### src/rtl/retire_trace_pkg.sv
// Shared record type, status codes and the field-by-field retirement comparator
// used by the lockstep trace checker.
package retire_trace_pkg;

    localparam int RT_XLEN = 32;

    typedef enum logic [1:0] {
        STS_IDLE = 2'd0,
        STS_RUN  = 2'd1,
        STS_DONE = 2'd2,
        STS_FAIL = 2'd3
    } sts_e;

    typedef struct packed {
        logic [RT_XLEN-1:0] adr;
        logic [RT_XLEN-1:0] ins;
        logic               wen;
        logic [4:0]         idx;
        logic [RT_XLEN-1:0] wdt;
        logic               lsu;
        logic               lwe;
        logic [RT_XLEN-1:0] lad;
        logic [1:0]         siz;
        logic [RT_XLEN-1:0] sdt;
    } retire_t;

    function automatic logic [RT_XLEN-1:0] size_mask(input logic [1:0] siz);
        logic [RT_XLEN-1:0] m;
        case (siz)
            2'd0:    m = 32'h0000_00FF;
            2'd1:    m = 32'h0000_FFFF;
            default: m = 32'hFFFF_FFFF;
        endcase
        return m;
    endfunction

    // Mask bits: [4] sdt, [3] lad, [2] wdt, [1] idx, [0] ins/adr.
    function automatic logic [4:0] retire_cmp(input retire_t exp_r, input retire_t dut_r);
        logic [4:0] m;
        logic       exp_wb;
        logic       dut_wb;
        m      = '0;
        exp_wb = exp_r.wen & (exp_r.idx != 5'd0);
        dut_wb = dut_r.wen & (dut_r.idx != 5'd0);
        m[0]   = (exp_r.adr != dut_r.adr) | (exp_r.ins != dut_r.ins);
        m[1]   = (exp_wb != dut_wb) | (exp_wb & dut_wb & (exp_r.idx != dut_r.idx));
        m[2]   = exp_wb & dut_wb & (exp_r.wdt != dut_r.wdt);
        m[3]   = (exp_r.lsu != dut_r.lsu) | (exp_r.lsu & dut_r.lsu & (exp_r.lad != dut_r.lad));
        // Size/direction only carry meaning when at least one side touched memory.
        if (exp_r.lsu | dut_r.lsu) begin
            if ((exp_r.siz != dut_r.siz) || (exp_r.lwe != dut_r.lwe) ||
                (exp_r.siz == 2'd3) || (dut_r.siz == 2'd3)) begin
                m[4] = 1'b1;
            end else if (exp_r.lsu & exp_r.lwe & dut_r.lsu & dut_r.lwe) begin
                m[4] = ((exp_r.sdt ^ dut_r.sdt) & size_mask(exp_r.siz)) != '0;
            end
        end
        return m;
    endfunction

endpackage

### src/rtl/retire_fifo.sv
// Retirement FIFO with combinational head; pointers carry an extra wrap bit so
// full and empty are distinguished without a separate count.
module retire_fifo
    import retire_trace_pkg::*;
#(
    parameter int DEPTH = 8
) (
    input  logic    clk,
    input  logic    rst,
    input  logic    push,
    input  retire_t push_data,
    input  logic    pop,
    output retire_t head,
    output logic    full,
    output logic    empty
);

    localparam int AW = $clog2(DEPTH);

    logic [AW:0] wr_ptr_q;
    logic [AW:0] wr_ptr_d;
    logic [AW:0] rd_ptr_q;
    logic [AW:0] rd_ptr_d;
    retire_t     mem_q [DEPTH];

    always_comb begin
        wr_ptr_d = wr_ptr_q + {{AW{1'b0}}, push};
        rd_ptr_d = rd_ptr_q + {{AW{1'b0}}, pop};
    end

    always_ff @(posedge clk or negedge rst) begin
        if (!rst) begin
            wr_ptr_q <= '0;
            rd_ptr_q <= '0;
        end else begin
            wr_ptr_q <= wr_ptr_d;
            rd_ptr_q <= rd_ptr_d;
        end
    end

    always_ff @(posedge clk) begin
        if (push) begin
            mem_q[wr_ptr_q[AW-1:0]] <= push_data;
        end
    end

    assign head  = mem_q[rd_ptr_q[AW-1:0]];
    assign empty = (wr_ptr_q == rd_ptr_q);
    assign full  = (wr_ptr_q[AW] != rd_ptr_q[AW]) &&
                   (wr_ptr_q[AW-1:0] == rd_ptr_q[AW-1:0]);

endmodule

### config.mk
export PLATFORM = sky130hd
export DESIGN_NAME = retire_fifo
export DESIGN_NICKNAME = d
export VERILOG_FILES = /design/src/rtl/retire_trace_pkg.sv /design/src/rtl/retire_fifo.sv
export SDC_FILE = /design/constraint.sdc
export NUM_CORES = 1
export LEC_CHECK = 0
export ABC_AREA = 1
export CAP_MARGIN = 20
export CORE_AREA = 2 2 367 369
export CTS_CLUSTER_SIZE = 8
export DETAILED_ROUTE_END_ITERATION = 7
export DIE_AREA = 0 0 369 371
export PLACE_DENSITY = 0.71
export SYNTH_ARGS = -nofsm -noshare
export SYNTH_HDL_FRONTEND = slang
export SYNTH_SLANG_ARGS = --single-unit
### constraint.sdc
create_clock -name clk -period 10.3 [get_ports clk]
set_clock_uncertainty 0.1 [all_clocks]
set_input_delay 2.06 -clock clk [delete_from_list [all_inputs] [get_ports clk]]
set_output_delay 2.06 -clock clk [all_outputs]
set_load 0.01 [all_outputs]
After elaboration in Yosys (flattened, before gate mapping)
Memories as Yosys holds them, arrays and structs flattened.
Cells that the tools add are included.

storage, ports and cells
  bits in registers = 8
  bits in writable memories = 1360
  output and inout port bits = 172
  logic and storage cells = 11
  memories kept = 1

memory list
  name   words  width  rd ports  clocked after Yosys merged registers in  wr ports  line               text
  mem_q  8      170    1         0                                        1         retire_fifo.sv:24  retire_t mem_q [DEPTH];

cells by class
  add/sub/neg operators = 2
  equal/unequal tests = 3
  mux-type cells = 2
  reductions and logical operators = 1

operators by type and width
  operator             count
  $add A4 B1 Y4        2
  $eq A4 B4 Y1         1
  $eq A3 B3 Y1         1
  $mux W1              2
  $logic_and A1 B1 Y1  1
  $ne A1 B1 Y1         1

Depth between registers and ports, before layout
  depth after elaboration = 2
  gate-level depth with buffers = 10

Worst setup path after synthesis
OpenSTA, ideal clock, no wires.

  kind = input to register
  start = in push
  end = mem mem_q[1][0] (netlist name) (enable)
  setup time = 704 ps
  arrival time = 9228 ps
  slack = 268 ps
  stages on the path = 2
  buffers on the path = 0
  path through = nand2_1 -> nor2_1

on the way
  word-level cells in the longest chain between the ends = 2

RTL lines
  what                           line               text
  start, declared                retire_fifo.sv:10  input logic push,
  $mux W1                        retire_fifo.sv:42  if (push) begin
  $mux W1 (not written as such)  retire_fifo.sv:43  mem_q[wr_ptr_q[AW-1:0]] <= push_data;
  end, declared                  retire_fifo.sv:24

No other way between the ends.

==> reports/summary.txt <==
Status = finished clean
Max Transition Viols Final = 0
Grt ovf = 0
R2r setup slk = 7.11 ns
H-tree levels = 4
Row count = 134
Reg clk slew, reported paths = 0.05 ns
Tcrit/Tclk final = 67.3%
Total track usage = 20.5%
Clock Power Share = 27.4%
Hold WS = 0.403 ns
Clock sink count = 1368
Final count of hold timing violations = 0
Share of the synthesized area in the top cell type = 68.8%
CTS max path bufs = 3
Worst-skew pair later-pin latency = 0.81 ns
Vias in the first global route = 38600
Fmax = 144 MHz
Cell Count, Final, Fillers Out = 8061
GP Congestion = 0.742
I/O Pins = 346
Core Area = 0.133 mm^2
Combinational Power Share = 36.3%
CTS tree = yes
Area contributors post-synth = edfxtp_1 (69%), nand2_1 (14%), inv_1 (8.6%)
Max-slew headroom = 18.4%
Setup TNS = 0 ns
Setup Crit Path Kind = reg -> out
Hold-fix buffers, CTS = 0
Internal power = 12.9 mW
DP HPWL = 70100 um
Post-Syn Area = 0.0594 mm^2
Die area = 0.137 mm^2
Crit path time final = 6.93 ns
Worst vdd rail ir drop = 0.262 mV
Startpoint Class = flip-flop
PortBufs = 345
DRT iter0 DRCs = 2896
Area Growth Syn to Fin = 17.1%
Top cell type by total area after synthesis = edfxtp_1
Clock Tree Root = clkbuf_16
DRC = 0
Sw Share = 36.2%
Top FF cell, synth = edfxtp_1
DIE HEIGHT = 371 um
Sequential power share = 36.3%
Post-CTS Setup Repair Bufs = 0
Initial antenna violation count = 21
Number of synthesized flops with an enable pin = 1360
Post-Syn Nets = 6099
Max Fanout on Critical Path = 73
Dpl cells = 7813
WL/cell = 17.4 um
First-pass GRT wire length = 216000 um
Slew @ Worst Pin = 1.22 ns
Leak = 31.2 nW
Synth cell count leaders = nand2_1 (2218), inv_1 (1363), edfxtp_1 (1360)
Routed wire length = 140000 um
Max cap viols = 0
RSZ-0062 raised after global routing = no
FFs w/ async S/R, synth = 0.585%
PD cells = 290 mW/mm^2
Count leader, synth = nand2_1
YS warnings = 0
Psw = 7.31 mW
Final number of setup-violating endpoints = 0
Count of state elements after synthesis = 1368
Netlist cell types = 15
Syn Inst Count = 5921
Hold Crit Class = reg -> reg
Die W = 369 um
# nets final = 6414
DR vias/cell = 4.86
Largest net degree at the start of global routing = 232
Mean area per synthesized cell = 10.0 um^2
DR vias = 39200
# resized after CTS = 0
Worst Path Arrival = 4.77 ns
Critical Path RT = 8.14 ns
Crit path capture type = output pin
Post-DRT Antenna Nets = 0
Share of cells above drive strength 1 = 4.16%
Starting Density = 44.7%
Initial DRT Pass Iterations = 7
Cts bufs inserted = 189
Post-synthesis sequential area ratio = 69.1%
-- state kept, by name, indices dropped and copies added (netlist names) --
register and count:
rd_ptr_q 4, mem_q 1360, wr_ptr_q 4
-- critical path, stage by stage (launching register included) --
cell and delay, ns:
dfrtp_4 1.08, buf_4 0.84, buf_4 0.85, nand3_1 0.14
nand2_1 0.10, nand2_1 0.05, nand2_1 0.19, clkdlybuf4s50_1 0.58
-- power by group through the flow --
stage / Clock (mW) / Combinational [mW] / Sequential, mW
2_1_floorplan: 0 / 4.48 / 7.45
3_3_place_gp: 0 / 7.26 / 7.41
3_5_place_dp: 0 / 7.35 / 7.44
4_1_cts: 5.65 / 7.40 / 7.34
5_1_grt: 5.87 / 8.11 / 7.40
6_report: 5.53 / 7.33 / 7.33
-- final cells by class --
class / count / area (um^2)
fillers: 11200 / 63300
flip-flops and latches: 1368 / 41100
multi-input cells: 2923 / 12000
inverters: 1366 / 5150
clock buffers: 218 / 4900
repair buffers: 388 / 3930
well taps: 1768 / 2210
clock inverters: 14 / 272
diodes: 16 / 40.0
-- cell usage in the layout (no fill, tap or decap), types with 8 or more instances in the layout --
master,Yosys,routed
clkbuf_1,60,26
clkdlybuf4s50_1,0,345
nand3_1,683,683
buf_12,0,12
buf_4,24,31
nand2_1,2218,2218
edfxtp_1,1360,1360
clkbuf_16,0,192
diode_2,0,16
nor2_4,0,8
inv_1,1363,1363
-- final timing paths --
| kind | startpoint | endpoint | cells after the start |
|---|---|---|---|
| setup / recovery | rd_ptr_q[1]$_DFF_PN0_ | head[82] | 7 |
| hold / removal | wr_ptr_q[3]$_DFF_PN0_ | wr_ptr_q[3]$_DFF_PN0_ | 1 |
| setup reg to reg | wr_ptr_q[0]$_DFF_PN0_ | mem_q[0][112]$_DFFE_PP_ | 5 |
| hold reg to reg | wr_ptr_q[3]$_DFF_PN0_ | wr_ptr_q[3]$_DFF_PN0_ | 1 |
| max in group asynchronous | rst | rd_ptr_q[2]$_DFF_PN0_ | 1 |
| min in group asynchronous | rst | wr_ptr_q[1]$_DFF_PN0_ | 1 |
-- through the flow --
stage	power (mW)	util [%]	setup slack (ns)	area (um^2)
detailed placement	14.8	48.4	4.20	64300
global route	21.4	52.3	3.05	69500
global placement	14.7	48.4	4.18	64300
CTS	20.4	52.3	3.29	69500
floorplan	11.9	-	0.268	59400
finish	20.2	52.3	3.37	69500
-- per-layer routing --
| metal | vias up | share of wire [%] | GRT usage (%) |
|---|---|---|---|
| met5 | - | 0.054 | 0 |
| met4 | 12 | 3.3 | 9.16 |
| met3 | 301 | 6.1 | 3.91 |
| met2 | 1174 | 48 | 34.0 |
| met1 | 18700 | 42 | 26.1 |
| li1 | 19000 | - | - |
-- cells by family after synthesis --
| family | synth area share (%) |
|---|---|
| xor+xnor | 0.118 |
| flops | 69.1 |
| buf+inv | 10.9 |
| simple gates | 19.8 |
| fa+ha+maj | 0.0843 |
(Power assumes the default switching activity.)
